`src/rtl/regfile_pkg.sv`:
```
// Shared sizing, types and reset value for the datapath register file.
package regfile_pkg;

    localparam int unsigned DATA_W_DEFAULT = 8;
    localparam int unsigned ADDR_W_DEFAULT = 3;
    localparam int unsigned NUM_REGS       = 2 ** ADDR_W_DEFAULT;

    typedef logic [ADDR_W_DEFAULT-1:0] reg_addr_t;
    typedef logic [DATA_W_DEFAULT-1:0] reg_data_t;

    localparam reg_data_t RESET_VALUE = '0;

endpackage

```
`src/rtl/register_file_read_port.sv`:
```
// One combinational read port: N:1 mux over the register array.
// With REGFILE_BYPASS_EN defined, a same-cycle write to the addressed entry is forwarded.
module register_file_read_port
    import regfile_pkg::*;
#(
    parameter int unsigned DATA_W = DATA_W_DEFAULT,
    parameter int unsigned ADDR_W = ADDR_W_DEFAULT
) (
    input  logic [(2**ADDR_W)-1:0][DATA_W-1:0] regs,
    input  logic [ADDR_W-1:0]                  read_addr,
    input  logic                               rst,
    input  logic                               we,
    input  logic [ADDR_W-1:0]                  write_addr,
    input  logic [DATA_W-1:0]                  write_data,
    output logic [DATA_W-1:0]                  read_data
);

`ifdef REGFILE_BYPASS_EN
    logic w_fwd;
    assign w_fwd = we && !rst && (read_addr == write_addr);

    always_comb begin
        read_data = regs[read_addr];
        if (w_fwd) begin
            read_data = write_data;
        end
    end
`else
    // Write-side inputs only matter for forwarding.
    logic w_unused;
    assign w_unused = ^{rst, we, write_addr, write_data};

    always_comb begin
        read_data = regs[read_addr];
    end
`endif

endmodule

```
`src/rtl/register_file.sv`:
```
// 2**ADDR_W x DATA_W register file: two async read ports, one sync write port, sync reset.
// Optional write-to-read forwarding on both ports when REGFILE_BYPASS_EN is defined.
module register_file
    import regfile_pkg::*;
#(
    parameter int unsigned DATA_W = DATA_W_DEFAULT,
    parameter int unsigned ADDR_W = ADDR_W_DEFAULT
) (
    input  logic              clk,
    input  logic              rst,
    input  logic              we,
    input  logic [ADDR_W-1:0] write_addr,
    input  logic [DATA_W-1:0] write_data,
    input  logic [ADDR_W-1:0] read_addr1,
    input  logic [ADDR_W-1:0] read_addr2,
    output logic [DATA_W-1:0] read_data1,
    output logic [DATA_W-1:0] read_data2
);

    logic [(2**ADDR_W)-1:0][DATA_W-1:0] r_regs;

    // Reset wins over a simultaneous write.
    always_ff @(posedge clk) begin
        if (rst) begin
            r_regs <= '{default: DATA_W'(RESET_VALUE)};
        end else if (we) begin
            r_regs[write_addr] <= write_data;
        end
    end

    register_file_read_port #(
        .DATA_W (DATA_W),
        .ADDR_W (ADDR_W)
    ) u_read_port1 (
        .regs       (r_regs),
        .read_addr  (read_addr1),
        .rst        (rst),
        .we         (we),
        .write_addr (write_addr),
        .write_data (write_data),
        .read_data  (read_data1)
    );

    register_file_read_port #(
        .DATA_W (DATA_W),
        .ADDR_W (ADDR_W)
    ) u_read_port2 (
        .regs       (r_regs),
        .read_addr  (read_addr2),
        .rst        (rst),
        .we         (we),
        .write_addr (write_addr),
        .write_data (write_data),
        .read_data  (read_data2)
    );

endmodule

```
`config.mk`:
```
export PLATFORM = sky130hd
export DESIGN_NAME = register_file
export DESIGN_NICKNAME = d
export VERILOG_FILES = /design/src/rtl/regfile_pkg.sv /design/src/rtl/register_file_read_port.sv /design/src/rtl/register_file.sv
export SDC_FILE = /design/constraint.sdc
export NUM_CORES = 1
export LEC_CHECK = 0
export CAP_MARGIN = 15
export CORE_MARGIN = 4
export CORE_UTILIZATION = 51
export CTS_CLUSTER_SIZE = 10
export DETAILED_ROUTE_END_ITERATION = 7
export HOLD_SLACK_MARGIN = 0.12
export PLACE_DENSITY = 0.76
export SLEW_MARGIN = 5
export SYNTH_ARGS = -nofsm -noshare
export SYNTH_HDL_FRONTEND = slang
export SYNTH_SLANG_ARGS = --single-unit
```
`constraint.sdc`:
```
create_clock -name clk -period 1.19 [get_ports clk]
set_input_delay 0.119 -clock clk [delete_from_list [all_inputs] [get_ports clk]]
set_output_delay 0.119 -clock clk [all_outputs]
set_load 0.03 [all_outputs]
```
Word level (Yosys, flattened, before mapping)
Index checks and enable logic that the tools add are counted.

storage, ports and cells
  register bits after elaboration = 64
  latch bits = 0
  bits in writable memories = 0
  ROM bits = 0
  bits of input ports = 20
  output and inout bits = 16
  word-level logic and storage cells = 20
  memories kept = 0

cells by class
  add/sub/neg operators = 0
  multipliers = 0
  div/mod/pow operators = 0
  order comparisons = 4
  equal/unequal tests = 0
  shifts and indexed selects = 0
  multiplexer cells = 7
  bitwise logic cells = 0
  reductions and logical operators = 1

operator list
  kind                                                         number
  bitwise mux 64 bit                                           1
  binary-select mux 8 bit (select 3 bit)                       2
  demux 8 bit (select 3 bit)                                   1
  2-to-1 mux 8 bit                                             3
  less-than comparator 3 x 4 -> 1 bit (second input constant)  3
  >= comparator 3 x 1 -> 1 bit (second input constant)         1
  logical AND 1 bit                                            1

Logic depth before layout (Yosys ltp)
Gate-level depths: netlist of the first run.

  word-level depth = 5
  depth in mapped cells = 5
  gate-level depth less buffers = 3

By module
A second synthesis of the first run with hierarchy kept.

unflattened totals
  cells, all modules = 295
  area total of the unflattened synthesis = 3706.1 µm²

by module, submodules not included
  module                   times used  cells each  area an instance (µm²)  sequential area each (µm²)
  register_file            1           237         2605.0                  1281.2
  register_file_read_port  2           29          550.5                   0.0

Least setup slack after synthesis of the first run
OpenSTA, ideal clock, no wires.

  path kind = input to output
  start = input read_addr2[0]
  end = output read_data2[5]
  arrival time = 1.189 ns
  data required time = 1.071 ns
  path slack = -0.118 ns
  stages = 4
  buffers on the path = 2
  path through = buf_6 -> buf_8 -> mux4_2 -> mux2_2

on the way
  word-level cells in the longest chain between the ends = 2

ends and longest elaborated chain
  element                                 line                           RTL
  start, declared                         register_file.sv:15            input logic [ADDR_W-1:0] read_addr2,
  binary-select mux 8 bit (select 3 bit)  register_file_read_port.sv:34  read_data = regs[read_addr];
  2-to-1 mux 8 bit (not written as such)  register_file_read_port.sv:34
  end, declared                           register_file.sv:17            output logic [DATA_W-1:0] read_data2

No other way between the ends. The select of a mux whose other input is x is not followed.

Final worst setup path of the first run
  start = register r_regs[48] (netlist bit)
  end = output read_data2[0]

on the way
  word-level cells in the longest chain between the ends = 2

ends and longest elaborated chain
  element                                 line                           RTL
  start, declared                         register_file.sv:20            logic [(2**ADDR_W)-1:0][DATA_W-1:0] r_regs;
  start signal, assigned by index         register_file.sv:27            r_regs[write_addr] <= write_data;
  binary-select mux 8 bit (select 3 bit)  register_file_read_port.sv:34
  2-to-1 mux 8 bit (not written as such)  register_file_read_port.sv:34

No other way between the ends. The select of a mux whose other input is x is not followed.

==> qor.yml, run 1 <==
crit_cells: 3
setup.worst_path.start_class: "flip-flop"
fin_crit_ps: 1769
clkLatencyLatePin_ps: 350
synth_cells: 330
cts_hold_buf: 0
drtAntennaViolNets: 0
cp_max_fo: 3
worstRegToRegCells: 3
grt_pass1_wl_um: 16480
final_core_util_pct: 70.62
via_per_inst: 6.594
critPathKind: "flip-flop to primary output"
die_area_um2: 8217
fin_skew_ps: 0
cts-root-buf: "clkbuf_8"
fin_tns_setup_ps: -8621
min_from: "rst"
p_leak_nw: 1.758
htree_num_levels: 3
power_w: 0.005160
hold_depth: 2
dp_hpwl_um: 6257
die_w_um: 90.65
vias: 3106
critPathTopFamily: "multiplexers"
drt_iter0_drc: 318
drive_above_1_share_pct: 44.67
powerDensity_nw_per_um2: 1125
worst_slack_ps: -579.1
grt_setup_unrepaired: "yes"
io_buffers: 35
yosys_warnings: 0
crit_chain: "mux4_1 -> mux2_4 -> buf_6"
crit_path_end_kind: "primary output"
status: "finished, violations left"
clk_pin_slew_ps: 80
final_cells: 471
reg.largest.list: "r_regs x64"
clockBufferDepth: 2
num_antenna_cells: 0
crit_arrival_ps: 1650
initial_core_util_pct: 53.63
track_usage_pct: 26.49
die_h_um: 90.65
largest_register_ff_count: 64
worst-path-buf-inv: 1
first_global_vias: 3021
ys_ff_latch: 64
coreArea_um2: 6495
hp-class: "primary input to flip-flop"
antenna_found_initial: 0
syn_area_per_cell_um2: 10.56
max_slew.worst_pin.slew_ps: 458.1
cts_tree: "yes"
setup_viol: 16
syn_area_um2: 3483
grt_max_degree: 33
top_register: "r_regs"
dpl.cell_count: 445
gp_congestion: 0.8398
worst_r2r_startpoint: "r_regs[8]"
first_pass_iters: 7
drc: 0
slowest_delay_ps: 520
startpoint: "r_regs[48]"
synthToLayoutAreaGrowth_pct: 31.68
crit_required_ps: 1070
final_hold_viol_count: 0
fmax_ghz: 0.5653
num_rows: 29
clock_sinks: 64
yosysSeqAreaShare_pct: 36.78
ys_types: 23
vdd_ir_drop_max_mv: 0.7702
relSlewSlack_pct: 69.36
drt_wl_total_um: 10710
pre_cts_ws_ps: -1192
wl_per_cell_um: 22.75
fin_crit_sh_pct: 148.7
violations: "negative setup slack"
cts_made_buffers: 9
fin_nets: 409
crit_slowest_cell: "mux4_1"
overflow: 0
drv_cap: 0
finalMaxSlewViolations: 0
io_pins: 36
synth_nets: 350
-- synthesized netlist by cell type (all sizes together) --
cell type	count	area (um^2)
nand2	80	300.3
dfxtp	64	1281
or4b	1	10.01
mux2i	24	240.2
buf	16	146.4
nor4bb	1	10.01
clkbuf	21	78.83
mux4	32	810.8
mux2	16	195.2
and4bb	2	25.02
nand4	1	6.260
nor2	24	90.09
nor4b	1	23.77
nand4b	3	26.28
and4b	3	30.03
and4	1	8.760
a21oi	40	200.2
-- cell usage in the layout, fill, tap and decap left out --
cell and n:
buf_12 12, dfxtp_1 25, clkbuf_8 9, buf_2 3
clkinv_4 2, mux4_2 29, nor2_1 24, buf_4 32
and4bb_2 2, mux2i_2 1, nand4b_1 3, inv_6 2
nand2_1 80, nand4_1 1, and4_1 1, mux2i_1 23
or4b_1 1, clkbuf_2 1, nor4b_4 1, dfxtp_2 39
a21oi_1 40, bufinv_16 2, mux4_1 3, and4b_1 3
clkdlybuf4s15_2 2, clkdlybuf4s50_1 10, bufbuf_16 4, mux2_4 16
nor4bb_2 1, clkdlybuf4s15_1 1, buf_6 17, clkinvlp_4 1
dlygate4sd2_1 3
-- kinds of logic (layout without fill, tap and decap cells) --
| group | after synthesis | in the layout | share of synthesized area [%] |
|---|---|---|---|
| and+or+nand+nor | 117 | 117 | 15.23 |
| muxes | 72 | 72 | 35.78 |
| DFF | 64 | 64 | 36.78 |
| AOI/OAI and AO/OA | 40 | 40 | 5.747 |
| buffers and inverters | 37 | 101 | 6.465 |
-- area by class of cell --
class                           instances  area (um^2)
Clock buffer                            9        123.9
Clock inverter                          7        102.6
Fill cell                             439         1908
Multi-Input combinational cell        229         1953
Sequential cell                        64         1330
Tap cell                               77        96.34
Timing Repair Buffer                   85        980.9
-- through the flow --
| step | hold slack, ps | instance area [um^2] |
|---|---|---|
| after floorplan | 431.7 | 3553 |
| after detailed placement | 457.1 | 4202 |
| final | 137.7 | 4587 |
| after global routing | 154.9 | 4587 |
| after global placement | 446.1 | 4202 |
| after CTS | 130.2 | 4572 |
-- final timing paths --
check	endpoint	slack (ps)
worst min-delay path	r_regs[23]	140
worst max-delay path	read_data2[0]	-580
worst min register to register	r_regs[1]	470
worst max register to register	r_regs[8]	390
-- routing by layer --
metal | part of all wire (%) | up-vias | global-route usage (%)
met5 | 0 | - | 0
met4 | 7.0 | 0 | 19.52
met3 | 10 | 80 | 4.000
met2 | 47 | 267 | 41.88
met1 | 36 | 1465 | 32.71
li1 | - | 1294 | -
-- timing repair --
action                     CTS  global route
pin swaps                    1             0
setup endpoints to repair   68            20
buffers inserted             4             1
gates resized for setup    175            17
gates cloned                 5             0
-- power breakdown --
group          internal [W]  switching [W]  total [W]
registers           0.00219      0.0000439    0.00223
logic              0.000404       0.000346   0.000750
clock network       0.00120       0.000975    0.00217
total               0.00380        0.00136    0.00516
Note: power is estimated with default switching activity, not from simulation.
==> inputs of run 2 (changes only) <==
CORE_UTILIZATION = 45   (was 51)
PLACE_DENSITY = 0.68   (was 0.76)
SLEW_MARGIN = not set   (was 5)
==> run 2 against run 1 <==
Compared with the run above: the run still ends with negative setup slack left; sequential cell count stayed put; final area decreased by 0.35%; sequential share of layout area fell by 0.36 points; largest power group unchanged; critical endpoint is now read_data2[5]; register-to-register slack got worse by 30 ps; clock-buffer cell count rose by 4; worst setup slack better by 68 ps.
==> qor.yml, run 2 (same netlist as run 1, synthesis figures left out) <==
via_per_inst: 5.614  # -15%
clk_pin_slew_ps: 70  # about the same
drv_cap: 0  # unchanged
crit_path_end_kind: "primary output"
hold_depth: 2  # unchanged
num_antenna_cells: 0  # unchanged
io_buffers: 35  # unchanged
final_cell_mix: "nand2_1 (80), dfxtp_1 (42), a21oi_1 (40)"
fin_nets: 408  # -0.24%
status: "finished, violations left"
synthToLayoutAreaGrowth_pct: 31.21
clockBufferDepth: 2  # unchanged
worstRegToRegCells: 3  # unchanged
wl_per_cell_um: 19.85  # -13%
num_rows: 31  # +6.9%
worst_slack_ps: -511.2  # +67.85 ps
reg2reg_slack_ps: 360  # -30 ps
drc: 0  # unchanged
overflow: 0  # unchanged
finalMaxSlewViolations: 0  # unchanged
drtAntennaViolNets: 0  # unchanged
antenna_found_initial: 0  # unchanged
cts-root-buf: "clkbuf_8"
vias: 2762  # -11%
initial_core_util_pct: 47.27  # -6.4 points
whs_ps: 463.8  # +326.1 ps
p_leak_nw: 1.729  # -1.7%
hp-class: "flip-flop to flip-flop"
grt_setup_unrepaired: "yes"
fmax_ghz: 0.5878  # +4.0%
powerDensity_nw_per_um2: 1034  # -8.1%
coreArea_um2: 7370  # +13%
critPathKind: "flip-flop to primary output"
fin_skew_ps: 0  # unchanged
drive_above_1_share_pct: 40.20  # -4.5 points
final_hold_viol_count: 0  # unchanged
vdd_ir_drop_max_mv: 0.5137  # -33%
first_pass_iters: 5  # -2
layout_commonest_cell: "nand2_1"
htree_num_levels: 3  # unchanged
clock_sinks: 64  # unchanged
gp_congestion: 0.7933  # -5.5%
track_usage_pct: 22.89  # -3.6 points
min_from: "r_regs[54]"
io_pins: 36  # unchanged
die_w_um: 95.98  # +5.9%
cp_max_fo: 3  # unchanged
worst_r2r_startpoint: "r_regs[34]"
top_register: "r_regs"
setup.worst_path.start_class: "flip-flop"
grt_max_degree: 54  # +64%
drt_iter0_drc: 195  # -39%
grt_pass1_wl_um: 15150  # -8.0%
cts_tree: "yes"
dp_hpwl_um: 6157  # -1.6%
relSlewSlack_pct: 75.77  # +6.4 points
die_h_um: 95.98  # +5.9%
r2r_end: "r_regs[34]"
clkLatencyLatePin_ps: 340  # about the same
dpl.cell_count: 466  # +4.7%
first_global_vias: 2826  # -6.5%
holdPathEnd: "r_regs[54]"
reg.largest.list: "r_regs x64"
crit_arrival_ps: 1580  # -70 ps
largest_register_ff_count: 64  # unchanged
die_area_um2: 9212  # +12%
fin_crit_ps: 1701  # -67.85 ps
final_cells: 492  # +4.5%
cts_made_buffers: 9  # unchanged
setup_viol: 16  # unchanged
violations: "negative setup slack"
crit_required_ps: 1070  # about the same
power_w: 0.004724  # -8.4%
fin_crit_sh_pct: 143.0  # -5.7 points
max_slew.worst_pin.slew_ps: 362.4  # -95.75 ps
drt_wl_total_um: 9767  # -8.8%
run 2: cell types whose count changed in the layout (fill, tap and decap cells not counted), moves of 2 or more:
cell | before | now
dfxtp_1 | 25 | 42
dfxtp_2 | 39 | 22
buf_4 | 32 | 29
clkbuf_8 | 9 | 12
clkinv_2 | 0 | 3
buf_12 | 12 | 14
bufinv_16 | 2 | 0
clkinv_4 | 2 | 0
inv_6 | 2 | 0
mux4_1 | 3 | 1
mux4_2 | 29 | 31
run 2: worst max path at each step:
stage | startpoint | to | slack, ps | depth (start not counted)
floorplan | read_addr1[2] | read_data1[6] | -80 | 4
global placement | read_addr2[0] | read_data2[7] | -1180 | 5
detailed placement | read_addr2[0] | read_data2[1] | -1170 | 5
CTS | r_regs[9] | read_data2[1] | -520 | 3
global route | r_regs[40] | read_data1[0] | -550 | 3
finish | r_regs[45] | read_data2[5] | -510 | 3
run 2: per-layer routing:
layer / share of wire [%] / up-vias / routed length (um) / track usage, %
li1: - / 1290 / - / -
met1: 40 / 1340 / 3916 / 27.80
met2: 50 / 104 / 4908 / 37.15
met3: 5.8 / 28 / 562 / 5.160
met4: 3.9 / 0 / 379 / 13.27
met5: 0 / - / 0 / 0
run 2: repair_timing:
action	in CTS	in global routing
setup endpoints to repair	65	17
pin swaps	1	0
gates cloned	4	0
endpoints found under the hold margin	7	0
buffers inserted	5	0
gates resized for setup	169	7
hold buffers	1	0
run 2: cell type report:
type / instances / area [um^2]
multi-input combinational: 229 / 1946
timing repair buffer: 84 / 1008
clock inverter: 3 / 15.01
clock buffer: 13 / 168.9
tap: 99 / 123.9
fill: 585 / 2799
sequential: 64 / 1309
run 2: worst max-delay path: stages (launching register included):
cell and delay (ps):
dfxtp_2 340, mux4_2 480, mux2_4 290, buf_6 140
run 2: power breakdown:
| group | switching, W | leakage, nW | internal (W) | total, W |
|---|---|---|---|---|
| sequential | 0.0000368 | 0.529 | 0.00219 | 0.00223 |
| combinational | 0.000342 | 1.10 | 0.000411 | 0.000752 |
| clock | 0.000827 | 0.0992 | 0.000917 | 0.00174 |
run 2: through the flow:
step           area (um^2)  setup WS [ps]  TNS, ps  utilization [%]
2_1_floorplan         3553         -84.17   -680.2                -
3_3_place_gp          4234          -1179   -42310            57.45
3_5_place_dp          4234          -1173   -43570            57.45
4_1_cts               4564         -520.6    -8078            61.94
5_1_grt               4571         -549.1    -8497            62.02
6_report              4571         -511.2    -7970            62.02
==> inputs of run 3 (changes only) <==
PLACE_DENSITY = 0.65   (was 0.68)
RECOVER_POWER = 50   (was not set)
SYNTH_HIERARCHICAL = 1   (was not set)
clock period = 1.73 ns   (was 1.19 ns; I/O delays follow)
==> run 3 against run 2 <==
Compared with the run above: the run still ends with negative setup slack left; global-route usage shrank 3.5 points; worst setup slack gained 480 ps; clock skew unchanged; first-iteration DRC count fell by 47%; core utilization down 4.0 points; final area down 0.30%; synthesized cell count fell by 11%; non-clock buffer count down 20; combinational power down 36%; cell count fell by 11%; register-to-register slack better by 660 ps; total power shrank 31%; critical path type unchanged; critical endpoint is now read_data1[4]; largest cell class unchanged.
==> qor.yml, run 3 <==
drt_wl_total_um: 9417  # -3.6%
placed_area_um2: 4247  # +0.30%
num_rows: 32  # +3.2%
final_hold_viol_count: 0  # unchanged
ys_top_cells_by_area: "dfxtp_1 (35%), mux4_1 (21%), mux2i_1 (17%)"
final_cell_mix: "nand2b_1 (72), mux2i_1 (64), dfxtp_2 (40)"
hold_depth: 2  # unchanged
cts_made_buffers: 9  # unchanged
first_pass_iters: 4  # -1
setup.worst_path.start_class: "flip-flop"
fin_nets: 353  # -13%
regArea_um2: 1331  # +1.7%
syn_area_per_cell_um2: 12.56  # +19%
crit_path_end_kind: "primary output"
top_register: "r_regs"
p_leak_nw: 2.044  # +18%
yosys.area.top_type: "dfxtp_1"
die_area_um2: 9752  # +5.9%
whs_ps: 487.3  # +23.50 ps
yosys-top-cells-count: "nand2b_1 (72), dfxtp_1 (64), mux2i_1 (64)"
status: "finished, violations left"
synth_nets: 315  # -10%
critPathKind: "flip-flop to primary output"
worst_slack_ps: -33.06  # +478.2 ps
worst_r2r_startpoint: "r_regs[34]"
crit_required_ps: 1560  # +490 ps
drc: 0  # unchanged
synth_edf_count: 0  # unchanged
cts_tree: "yes"
cts-root-buf: "clkbuf_8"
syn_area_um2: 3706  # +6.4%
synth_top_area_share_pct: 34.57  # -2.2 points
max_slew.worst_pin.slew_ps: 795.5  # +433.1 ps
final_cells: 440  # -11%
crit_arrival_ps: 1590  # about the same
die_h_um: 98.75  # +2.9%
setup_viol: 5  # -11
reg2reg_slack_ps: 1020  # +660 ps
fin_skew_ps: 0  # unchanged
ys_types: 20  # -13%
reg.largest.list: "r_regs x64"
fin_crit_ps: 1763
r2r_end: "r_regs[34]"
io_buffers: 35  # unchanged
layout_commonest_cell: "nand2b_1"
synth_cells: 295  # -11%
grt_setup_unrepaired: "yes"
synth_ff_type: "dfxtp_1"
n_fill_cell: 664  # +14%
initial_core_util_pct: 47.23  # about the same
fin_crit_sh_pct: 101.9
ys_ff_latch: 64  # unchanged
drv_cap: 0  # unchanged
yosys_warnings: 6  # +6
startpoint: "r_regs[44]"
coreArea_um2: 7848  # +6.5%
grt_pass1_wl_um: 14160  # -6.6%
num_antenna_cells: 0  # unchanged
antenna_found_initial: 0  # unchanged
grt_max_degree: 49  # -9.3%
dp_hpwl_um: 5600  # -9.0%
wl_per_cell_um: 21.40  # +7.8%
hp-class: "flip-flop to flip-flop"
dpl.cell_count: 418  # -10%
finalMaxSlewViolations: 0  # unchanged
first_global_vias: 2501  # -12%
clockBufferDepth: 2  # unchanged
design_area_um2: 4557  # -0.30%
relSlewSlack_pct: 46.97  # -29 points
holdPathEnd: "r_regs[57]"
drt_iter0_drc: 104  # -47%
track_usage_pct: 19.40  # -3.5 points
clk_pin_slew_ps: 70  # about the same
powerDensity_nw_per_um2: 717.8  # -31%
synthToLayoutAreaGrowth_pct: 22.96
fmax_ghz: 0.5672
drtAntennaViolNets: 0  # unchanged
gp_congestion: 0.7453  # -6.1%
worstRegToRegCells: 3  # unchanged
cp_max_fo: 3  # unchanged
multi_input_area_um2: 2147  # +10%
die_w_um: 98.75  # +2.9%
yosysSeqAreaShare_pct: 34.57  # -2.2 points
violations: "negative setup slack"
async_flop_share_pct: 0  # unchanged
largest_register_ff_count: 64  # unchanged
htree_num_levels: 3  # unchanged
synthMostInstantiatedCell: "nand2b_1"
vias: 2498  # -9.6%
io_pins: 36  # unchanged
vdd_ir_drop_max_mv: 0.4119  # -20%
final_core_util_pct: 58.07  # -4.0 points
clkLatencyLatePin_ps: 330  # about the same
overflow: 0  # unchanged
clock_sinks: 64  # unchanged
min_from: "r_regs[57]"
drive_above_1_share_pct: 44.67  # +4.5 points
via_per_inst: 5.677  # +1.1%
## run 3: cell types whose count changed after synthesis, moves of 8 or more
cell      change
nand2_1      -80
nand2b_1     +72
a21oi_1      -40
mux2i_1      +40
nor2_1       -24
clkbuf_1      -8
## run 3: where the power goes
group          internal [W]  total, W  switching (W)
Combinational      0.000268  0.000480       0.000212
Sequential          0.00151   0.00154      0.0000262
Clock              0.000658   0.00126       0.000597
Total               0.00244   0.00327       0.000836
## run 3: per-layer routing
layer  up-vias  global-route usage, %  share of wire [%]
li1       1138                      -                  -
met1      1278                  26.52                 46
met2        76                  31.40                 48
met3         6                  3.680                5.7
met4         0                  5.567               0.95
met5         -                      0                  0
## run 3: worst max-delay path, stage by stage, from the launching register on
cell and delay, ps:
dfxtp_2 340, mux4_2 470, mux2_4 300, buf_6 140
## run 3: worst max-delay path by stage
stage / slack [ps] / to / cells past startpoint
floorplan: 260 / read_data1[1] / 4
global placement: -770 / read_data2[7] / 5
detailed placement: -780 / read_data2[7] / 5
CTS: -40 / read_data1[4] / 3
global route: -60 / read_data1[4] / 3
finish: -30 / read_data1[4] / 3
## run 3: timing repair
item                       in CTS  in global routing
gates cloned                    4                  0
setup endpoints to repair      16                 16
resized for setup             167                 29
hold buffers                    0                  0
pin swaps                       0                  0
buffers inserted                0                  2
## run 3: final cells by class
class	instances	share of cell area, %
Clock buffer	10	2.801
Clock inverter	6	1.318
Multi-Input combinational cell	194	47.12
Sequential cell	64	29.21
Tap cell	102	2.801
Timing Repair Buffer	64	16.75
## run 3: kinds of logic (layout without fill, tap and decap cells)
kind of cell	Yosys count	after routing	share of synthesized area, %
DFF	64	64	34.57
and+or+nand+nor	82	82	14.92
muxes	112	112	44.63
buffers and inverters	37	80	5.874
## run 3: metrics by stage
| step | worst slack, ps | power (W) | setup TNS [ps] |
|---|---|---|---|
| floorplan | 263.8 | 0.001826 | 0 |
| global placement | -766.7 | 0.001976 | -11170 |
| detailed placement | -784.6 | 0.001983 | -11300 |
| CTS | -37.59 | 0.003283 | -316.3 |
| global route | -60.60 | 0.003373 | -600.5 |
| finish | -33.06 | 0.003271 | -74.39 |
